===== src/rtl/fifo16_if.sv =====
`default_nettype none
// ---------------------------------------------------------------------------
// fifo16_if : push/pop/status bundle for fifo16 (rev 1.0)
// ---------------------------------------------------------------------------
interface fifo16_if #(
  parameter int WIDTH = 8
);
  logic [WIDTH-1:0] wr_data;
  logic             wr_en;
  logic             rd_en;
  logic             ovfl_clr;
  logic [WIDTH-1:0] rd_data;
  logic             empty;
  logic             full;
  logic [4:0]       count;
  logic             ovfl;

  modport master (
    output wr_data, wr_en, rd_en, ovfl_clr,
    input  rd_data, empty, full, count, ovfl
  );

  modport slave (
    input  wr_data, wr_en, rd_en, ovfl_clr,
    output rd_data, empty, full, count, ovfl
  );
endinterface
`default_nettype wire


===== src/rtl/fifo16.sv =====
`default_nettype none
// ---------------------------------------------------------------------------
// fifo16 : 16-entry FWFT FIFO over per-bit 16x1 dual-port RAMs (rev 1.0)
// ---------------------------------------------------------------------------

// Behavioural 16x1 dual-port distributed RAM: synchronous write, async read.
module ram16x1d (
  input  wire logic       wclk,
  input  wire logic       we,
  input  wire logic [3:0] a,
  input  wire logic       d,
  input  wire logic [3:0] dpra,
  output logic            dpo
);
  logic [15:0] r_mem;

  always_ff @(posedge wclk) begin
    if (we) begin
      r_mem[a] <= d;
    end
  end

  assign dpo = r_mem[dpra];
endmodule

module fifo16 #(
  parameter int WIDTH = 8
) (
  input  wire logic clk,
  input  wire logic rst,
  fifo16_if.slave   bus
);
  localparam logic [4:0] C_DEPTH = 5'd16;

  logic [3:0] r_wr_ptr;
  logic [3:0] r_rd_ptr;
  logic [4:0] r_count;
  logic       r_empty;
  logic       r_full;
  logic       r_ovfl;

  logic       w_push;
  logic       w_pop;
  logic       w_we;
  logic [4:0] w_count_nxt;

  // Acceptance uses only registered flags, so a push is never taken while
  // full and the write can never land on the valid word at rd_ptr.
  assign w_push = bus.wr_en & ~r_full;
  assign w_pop  = bus.rd_en & ~r_empty;
  assign w_we   = w_push & ~rst;

  always_comb begin
    w_count_nxt = r_count;
    case ({w_push, w_pop})
      2'b10:   w_count_nxt = r_count + 5'd1;
      2'b01:   w_count_nxt = r_count - 5'd1;
      default: w_count_nxt = r_count;
    endcase
  end

  always_ff @(posedge clk) begin
    if (rst) begin
      r_wr_ptr <= 4'd0;
      r_rd_ptr <= 4'd0;
      r_count  <= 5'd0;
      r_empty  <= 1'b1;
      r_full   <= 1'b0;
      r_ovfl   <= 1'b0;
    end else begin
      if (w_push) begin
        r_wr_ptr <= r_wr_ptr + 4'd1;
      end
      if (w_pop) begin
        r_rd_ptr <= r_rd_ptr + 4'd1;
      end
      r_count <= w_count_nxt;
      r_empty <= (w_count_nxt == 5'd0);
      r_full  <= (w_count_nxt == C_DEPTH);
      // A rejected push and a clear in the same cycle leave the flag set.
      if (bus.wr_en && r_full) begin
        r_ovfl <= 1'b1;
      end else if (bus.ovfl_clr) begin
        r_ovfl <= 1'b0;
      end
    end
  end

  generate
    for (genvar gi = 0; gi < WIDTH; gi++) begin : g_bit
      ram16x1d u_ram (
        .wclk (clk),
        .we   (w_we),
        .a    (r_wr_ptr),
        .d    (bus.wr_data[gi]),
        .dpra (r_rd_ptr),
        .dpo  (bus.rd_data[gi])
      );
    end
  endgenerate

  assign bus.empty = r_empty;
  assign bus.full  = r_full;
  assign bus.count = r_count;
  assign bus.ovfl  = r_ovfl;
endmodule
`default_nettype wire


===== src/flat_wrapper.sv =====
// flat-port wrapper written by rule: the top's interface ports become plain ports
module fifo16_flat 
#(
  parameter int WIDTH = 8
)
  (clk, rst, bus_wr_data, bus_wr_en, bus_rd_en, bus_ovfl_clr, bus_rd_data, bus_empty, bus_full, bus_count, bus_ovfl);
  fifo16_if #(.WIDTH(WIDTH)) bus_i ();
  input  wire logic clk;
  input  wire logic rst;
  input wire logic [$bits(bus_i.wr_data)-1:0] bus_wr_data;
  input wire logic [$bits(bus_i.wr_en)-1:0] bus_wr_en;
  input wire logic [$bits(bus_i.rd_en)-1:0] bus_rd_en;
  input wire logic [$bits(bus_i.ovfl_clr)-1:0] bus_ovfl_clr;
  output wire logic [$bits(bus_i.rd_data)-1:0] bus_rd_data;
  output wire logic [$bits(bus_i.empty)-1:0] bus_empty;
  output wire logic [$bits(bus_i.full)-1:0] bus_full;
  output wire logic [$bits(bus_i.count)-1:0] bus_count;
  output wire logic [$bits(bus_i.ovfl)-1:0] bus_ovfl;
  assign bus_i.wr_data = bus_wr_data;
  assign bus_i.wr_en = bus_wr_en;
  assign bus_i.rd_en = bus_rd_en;
  assign bus_i.ovfl_clr = bus_ovfl_clr;
  assign bus_rd_data = bus_i.rd_data;
  assign bus_empty = bus_i.empty;
  assign bus_full = bus_i.full;
  assign bus_count = bus_i.count;
  assign bus_ovfl = bus_i.ovfl;
  fifo16 #(.WIDTH(WIDTH)) u_core (.clk(clk), .rst(rst), .bus(bus_i));
endmodule

===== config.mk =====
export PLATFORM = sky130hd
export DESIGN_NAME = fifo16_flat
export DESIGN_NICKNAME = d
export VERILOG_FILES = /design/src/rtl/fifo16_if.sv /design/src/rtl/fifo16.sv /design/src/flat_wrapper.sv
export SDC_FILE = /design/constraint.sdc
export NUM_CORES = 1
export LEC_CHECK = 0
export ABC_AREA = 1
export BUFFER_PORTS_ARGS = -buffer_cell sky130_fd_sc_hd__clkbuf_2
export CAP_MARGIN = 40
export CELL_PAD_IN_SITES_DETAIL_PLACEMENT = 1
export CELL_PAD_IN_SITES_GLOBAL_PLACEMENT = 2
export CORE_AREA = 4 4 136 112
export DETAILED_ROUTE_END_ITERATION = 6
export DIE_AREA = 0 0 140 116
export PLACE_DENSITY_LB_ADDON = 0.1
export SLEW_MARGIN = 20
export SYNTH_ARGS = -nofsm -noshare
export SYNTH_HDL_FRONTEND = slang
export SYNTH_SLANG_ARGS = --single-unit
export TNS_END_PERCENT = 10

===== constraint.sdc =====
create_clock -name clk -period 4.1 [get_ports clk]
set_clock_uncertainty 0.1 [all_clocks]
set_input_delay 0.615 -clock clk [delete_from_list [all_inputs] [get_ports clk]]
set_output_delay 0.615 -clock clk [all_outputs]
set_load 0.03 [all_outputs]

==> flow_summary.json, run 1 <==
{
  "reg2reg_from": "u_core.bus.empty$_SDFF_PP1_",
  "worstRegToRegCells": 15,
  "ys_seq_area_share_pct": 68.4,
  "status": "complete, no violations",
  "design_area_um2": 7000,
  "ys_seq_elements": 144,
  "cts.clk_slew.worst_paths_ns": 0.06,
  "critPathBufInv": 2,
  "drive_gt1_share_pct": 15.3,
  "vias": 4042,
  "clk_latency_ns": 0.42,
  "path_cells": "buf_4 > o21ai_0 > o211ai_1 > nand3_1 > nand2_1 > clkbuf_2",
  "power.leakage_nw": 2.47,
  "cts_resized": 0,
  "intPower_w": 0.00282,
  "area_growth_pct": 15.0,
  "synth_edf_count": 128,
  "slowest_delay_ns": 0.74,
  "grt_overflow": 0,
  "drtIter0Drc": 299,
  "placed_area_um2": 6370,
  "cts.sinks": 144,
  "ys_warn_count": 0,
  "instances_no_fill": 758,
  "cap_violations": 0,
  "syn_inst": 529,
  "slew_violations": 0,
  "finalCriticalPeriod_ns": 3.10,
  "start_kind": "register",
  "max_freq_mhz": 323,
  "cp_max_fo": 32,
  "grt_pass1_wl_um": 24200,
  "crit_path_end": "bus_rd_data[3]",
  "p_switching_w": 0.00112,
  "rsz0062_at_grt": "false",
  "cp.depth": 6,
  "die_w_um": 140,
  "post_cts_buffers": 0,
  "ir_drop_v": 0.000350,
  "port_buffers": 28,
  "wl_um": 15400,
  "crit_start": "u_core.r_rd_ptr[1]$_SDFFE_PP0N_",
  "die_y_um": 116,
  "diodes": 0,
  "antenna_found_initial": 0,
  "p_comb_share_pct": 18.7,
  "worstHoldPathType": "in -> reg",
  "cts-root-buf": "clkbuf_16",
  "fin_nets": 583,
  "r2r_end": "u_core.bus.empty$_SDFF_PP1_",
  "clk_path_buf_depth": 2,
  "synthesis.area_um2": 6090,
  "holdBufCountCts": 0,
  "synthArstFlopShare_pct": 0,
  "avgRoutedWirePerCell_um": 20.3,
  "worstPathRequired_ns": 3.38,
  "finalCritPeriodShare_pct": 75.6,
  "routed_via_density": 5.33,
  "die-area_um2": 16200,
  "clkPwrFrac_pct": 38.4,
  "synth.net_count": 551,
  "regToRegSetupSlack_ns": 1.59,
  "synth.avg_cell_area_um2": 11.5,
  "worst-setup-path-type": "reg -> out",
  "slew_headroom_pct": 48.9,
  "core_area_um2": 14000,
  "synthFlopType": "edfxtp_1",
  "seq_power_share_pct": 42.9,
  "swShare_pct": 28.4,
  "grt_usage_pct": 20.2,
  "critPathCaptureType": "primary output",
  "numCtsBuffers": 17,
  "setup_viol": 0,
  "nFillCells": 1506,
  "place_congestion": 0.735,
  "fin_setup_tns_ns": 0,
  "hold_viol": 0,
  "drc_errors": 0,
  "rows": 39,
  "grt_pass1_vias": 4160,
  "ant_nets": 0,
  "powerDensity_nw_per_um2": 563,
  "htree_levels": 4,
  "worst_path_max_delay_cell": "dfxtp_2",
  "dr.pass1.iters": 4,
  "grt_max_degree": 67,
  "dp_hpwl_um": 9740,
  "ys_types": 27,
  "tightest_slew_ns": 0.764,
  "arrival_ns": 2.39,
  "cts_tree": "done",
  "dpl.cell_count": 721,
  "io_pins": 29,
  "crit_family": "flip-flops",
  "start_util_pct": 43.6
}
[placed cells by master (no fill, tap or decap), drive strengths merged, types with 2 or more instances in the layout]
master	synthesis	final
nor3	10	10
inv	23	23
clkbuf	11	56
o21bai	2	2
o21ai	76	76
o211ai	32	32
a21oi	9	9
nor2	118	118
ha	9	9
buf	24	20
clkinv	2	5
nand3	16	16
edfxtp	128	128
dfxtp	16	16
nand2	48	48
[power groups by stage]
stage                     sequential [W]  clock, W  combinational [W]
final                            0.00169   0.00151           0.000736
after CTS                        0.00169   0.00154           0.000745
after global placement           0.00172         0           0.000718
after global routing             0.00170   0.00163           0.000826
after floorplan                  0.00173         0           0.000546
after detailed placement         0.00172         0           0.000735
[kinds of logic (layout without fill, tap and decap cells)]
group           Yosys count  count (layout)  share of synthesized area [%]
fa+ha+maj                 9               9                           1.85
flops                   144             144                           68.4
buf+inv                  60             105                           5.18
compound gates          119             119                           11.2
mux                       1               1                          0.164
simple gates            194             194                           12.9
xor+xnor                  2               2                          0.288
[Yosys cell counts (2+ instances only)]
library cell / number / area (um^2)
nor2_2: 8 / 50.1
ha_1: 9 / 113
buf_2: 8 / 40.0
nor3_1: 10 / 50.1
a21oi_1: 9 / 45.0
edfxtp_1: 128 / 3840
buf_6: 3 / 33.8
nor2_1: 110 / 413
o21ai_0: 63 / 315
nand2_1: 48 / 180
clkinv_1: 2 / 7.51
nand3_1: 16 / 80.1
clkbuf_1: 10 / 37.5
o21ai_1: 13 / 65.1
buf_4: 12 / 90.1
o211ai_1: 32 / 240
dfxtp_1: 16 / 320
inv_1: 22 / 82.6
o21bai_1: 2 / 15.0
[per-layer routing]
layer / up-vias / share of wire (%) / GRT usage (%)
li1: 1928 / - / -
met1: 2015 / 46 / 27.6
met2: 83 / 47 / 32.0
met3: 16 / 5.4 / 5.07
met4: 0 / 1.5 / 6.84
met5: - / 0 / 0
[flip-flops by register name, indices dropped and copies added, names as in the netlist]
signal / flops
u_core.bus.count: 5
u_core.bus.empty: 1
u_core.bus.full: 1
u_core.bus.ovfl: 1
u_core.g_bit.u_ram.r_mem: 128
u_core.r_rd_ptr: 4
u_core.r_wr_ptr: 4
[worst reg2reg max path: stages, from the launching register on]
cell and delay, ns:
dfxtp_1 0.32, nor2_1 0.37, ha_1 0.42, nand2_1 0.08
inv_1 0.09, nor2_1 0.06, ha_1 0.18, inv_1 0.05
nand2_1 0.08, inv_1 0.06, nand2_1 0.05, nand3_1 0.10
nand2_1 0.07, nor2_1 0.10, nand3_1 0.14, o21bai_1 0.17
[area by class of cell]
cell class                      count  area (um^2)  share of cell area (%)
Inverter                           25         93.8                    1.34
Tap cell                          184          230                    3.29
Timing Repair Buffer               48          303                    4.33
Clock buffer                       28          548                    7.83
Clock inverter                      4         45.0                   0.644
Sequential cell                   144         4170                    59.5
Multi-Input combinational cell    325         1610                    23.0
[through the flow]
step	hold slack (ns)	total power (W)	utilization, %	worst slack, ns
6_report	0.335	0.00394	50.2	1.00
2_1_floorplan	0.405	0.00228	-	1.81
4_1_cts	0.324	0.00398	49.9	0.979
5_1_grt	0.345	0.00416	50.2	0.839
3_3_place_gp	0.351	0.00243	45.5	1.33
3_5_place_dp	0.356	0.00246	45.6	1.22
[worst min path at each step]
stage	end	slack, ns	cells after the start	from
floorplan	u_core.r_wr_ptr[0]$_SDFFE_PP0P_	0.41	2	u_core.r_wr_ptr[0]$_SDFFE_PP0P_
global placement	u_core.bus.ovfl$_SDFFE_PP0P_	0.35	2	u_core.bus.ovfl$_SDFFE_PP0P_
detailed placement	u_core.bus.ovfl$_SDFFE_PP0P_	0.36	2	u_core.bus.ovfl$_SDFFE_PP0P_
CTS	u_core.bus.ovfl$_SDFFE_PP0P_	0.32	3	bus_wr_en
global route	u_core.bus.ovfl$_SDFFE_PP0P_	0.35	4	bus_ovfl_clr
finish	u_core.bus.ovfl$_SDFFE_PP0P_	0.33	3	bus_wr_en
(Power assumes the default switching activity.)
==> run 2: changes to the inputs <==
--- a/config.mk
+++ b/config.mk
@@ -10,9 +10,9 @@
 export CAP_MARGIN = 40
 export CELL_PAD_IN_SITES_DETAIL_PLACEMENT = 1
 export CELL_PAD_IN_SITES_GLOBAL_PLACEMENT = 2
-export CORE_AREA = 4 4 136 112
+export CORE_AREA = 4 4 149 122
 export DETAILED_ROUTE_END_ITERATION = 6
-export DIE_AREA = 0 0 140 116
+export DIE_AREA = 0 0 153 126
 export PLACE_DENSITY_LB_ADDON = 0.1
 export SLEW_MARGIN = 20
 export SYNTH_ARGS = -nofsm -noshare
==> constraint.sdc (replaced) <==
create_clock -name clk -period 2.8 [get_ports clk]
set_clock_uncertainty 0.1 [all_clocks]
set_input_delay 0.42 -clock clk [delete_from_list [all_inputs] [get_ports clk]]
set_output_delay 0.42 -clock clk [all_outputs]
set_load 0.03 [all_outputs]
==> flow_summary.json, run 2 (synthesis gave the netlist of run 1 again) <==
{
  "worstHoldPathType": "in -> reg",
  "start_util_pct": 36.9,
  "die_y_um": 126,
  "finalCritPeriodShare_pct": 94.3,
  "r2r_end": "u_core.bus.empty$_SDFF_PP1_",
  "numCtsBuffers": 17,
  "ir_drop_v": 0.000446,
  "arrival_ns": 2.12,
  "grt_overflow": 0,
  "hold_viol": 0,
  "nFillCells": 1803,
  "cap_violations": 0,
  "hp-start": "bus_wr_en",
  "final_common_cell": "edfxtp_1",
  "largest-register": "u_core.g_bit.u_ram.r_mem",
  "ant_nets": 0,
  "core_area_um2": 16500,
  "grt_max_degree": 41,
  "power.total_w": 0.00572,
  "htree_levels": 4,
  "fin_nets": 590,
  "clk_latency_ns": 0.42,
  "met3_length_um": 585,
  "met1Wirelength_um": 7770,
  "drtIter0Drc": 228,
  "largest_reg_flops": 128,
  "crit_start": "u_core.r_rd_ptr[0]$_SDFFE_PP0N_",
  "worstRegToRegCells": 15,
  "area_growth_pct": 16.1,
  "post_cts_buffers": 0,
  "pre_cts_ws_ns": 0.314,
  "die_w_um": 153,
  "wl_um": 15400,
  "met2WireLength_um": 6910,
  "powerDensity_nw_per_um2": 809,
  "regToRegSetupSlack_ns": 0.48,
  "holdPathStages": 3,
  "dr.pass1.iters": 4,
  "cts.clk_slew.worst_paths_ns": 0.06,
  "cts_tree": "done",
  "max_freq_mhz": 379,
  "worst_slack_ns": 0.160,
  "cp_max_fo": 15,
  "place_congestion": 0.735,
  "start_kind": "register",
  "vias": 4010,
  "slew_headroom_pct": 72.9,
  "clk_path_buf_depth": 2,
  "port_buffers": 28,
  "dp_hpwl_um": 9870,
  "top_layer_used": "met4",
  "cts-root-buf": "clkbuf_16",
  "status": "complete, no violations",
  "rsz0062_at_grt": "true",
  "grt_pass1_vias": 4068,
  "rows": 42,
  "grt_pass1_wl_um": 24300,
  "layout_common_cells": "edfxtp_1 (128), nor2_1 (110), o21ai_0 (63), nand2_1 (48), o211ai_1 (32)",
  "cts.sinks": 144,
  "slew_violations": 0,
  "drc_errors": 0,
  "die-area_um2": 19300,
  "drive_gt1_share_pct": 15.8,
  "grt_usage_pct": 16.6,
  "diodes": 0,
  "power.leakage_nw": 2.47,
  "critPathCaptureType": "primary output",
  "worstPathRequired_ns": 2.28,
  "finalCriticalPeriod_ns": 2.64,
  "routed_via_density": 5.01,
  "setup_viol": 0,
  "reg2reg_from": "u_core.bus.full$_SDFF_PP0_",
  "min_to": "u_core.bus.ovfl$_SDFFE_PP0P_",
  "worst-setup-path-type": "reg -> out",
  "antenna_found_initial": 0,
  "avgRoutedWirePerCell_um": 19.3,
  "io_pins": 29,
  "tightest_slew_ns": 0.406
}
==> run 2: routing by layer <==
layer / GRT usage [%] / up-vias
li1: - / 1945
met4: 3.88 / 0
met2: 25.1 / 53
met3: 4.22 / 12
met5: 0 / -
met1: 24.1 / 2000
==> run 2: worst max-delay path by stage <==
stage | depth (start not counted) | endpoint
6_report | 9 | bus_rd_data[5]
3_5_place_dp | 14 | u_core.bus.empty$_SDFF_PP1_
2_1_floorplan | 12 | u_core.bus.empty$_SDFF_PP1_
3_3_place_gp | 19 | u_core.bus.full$_SDFF_PP0_
5_1_grt | 9 | bus_rd_data[5]
4_1_cts | 9 | bus_rd_data[5]
==> run 2: layout make-up <==
| cell class | instances | area (um^2) | share of cell area, % |
|---|---|---|---|
| Sequential cell | 144 | 4170 | 59.0 |
| Multi-Input combinational cell | 325 | 1610 | 22.7 |
| Clock buffer | 20 | 437 | 6.18 |
| Timing Repair Buffer | 55 | 368 | 5.20 |
| Tap cell | 220 | 275 | 3.89 |
| Clock inverter | 12 | 119 | 1.68 |
| Inverter | 25 | 93.8 | 1.33 |
==> run 2: power breakdown <==
group | internal, W | switching, W | leakage (nW) | total [W]
sequential | 0.00240 | 0.0000612 | 1.28 | 0.00246
clock | 0.00130 | 0.000847 | 0.266 | 0.00214
combinational | 0.000339 | 0.000774 | 0.922 | 0.00111
==> run 2: timing repair <==
| action | CTS | global route |
|---|---|---|
| hold buffers | 0 | 0 |
| resized for setup | 0 | 1 |
| endpoints found under the setup margin | 0 | 2 |
==> run 2: worst max-delay path: stages, from the launching register on <==
cell and delay, ns:
dfxtp_2 0.33, inv_2 0.25, buf_4 0.26, nor2_1 0.06, nor2_1 0.08, o21ai_0 0.12, o211ai_1 0.14, o211ai_1 0.17
nand2_1 0.11, clkbuf_2 0.20
==> run 2: per-stage QoR <==
step	utilization [%]	hold WS, ns	cell area (um^2)	TNS, ns	std cells
after floorplan	-	0.399	6090	0	529
after global placement	39.5	0.345	6510	0	769
after detailed placement	39.5	0.355	6510	0	769
after CTS	42.8	0.133	7070	0	801
after global routing	42.8	0.139	7070	-0.0555	801
final	42.8	0.150	7070	0	801
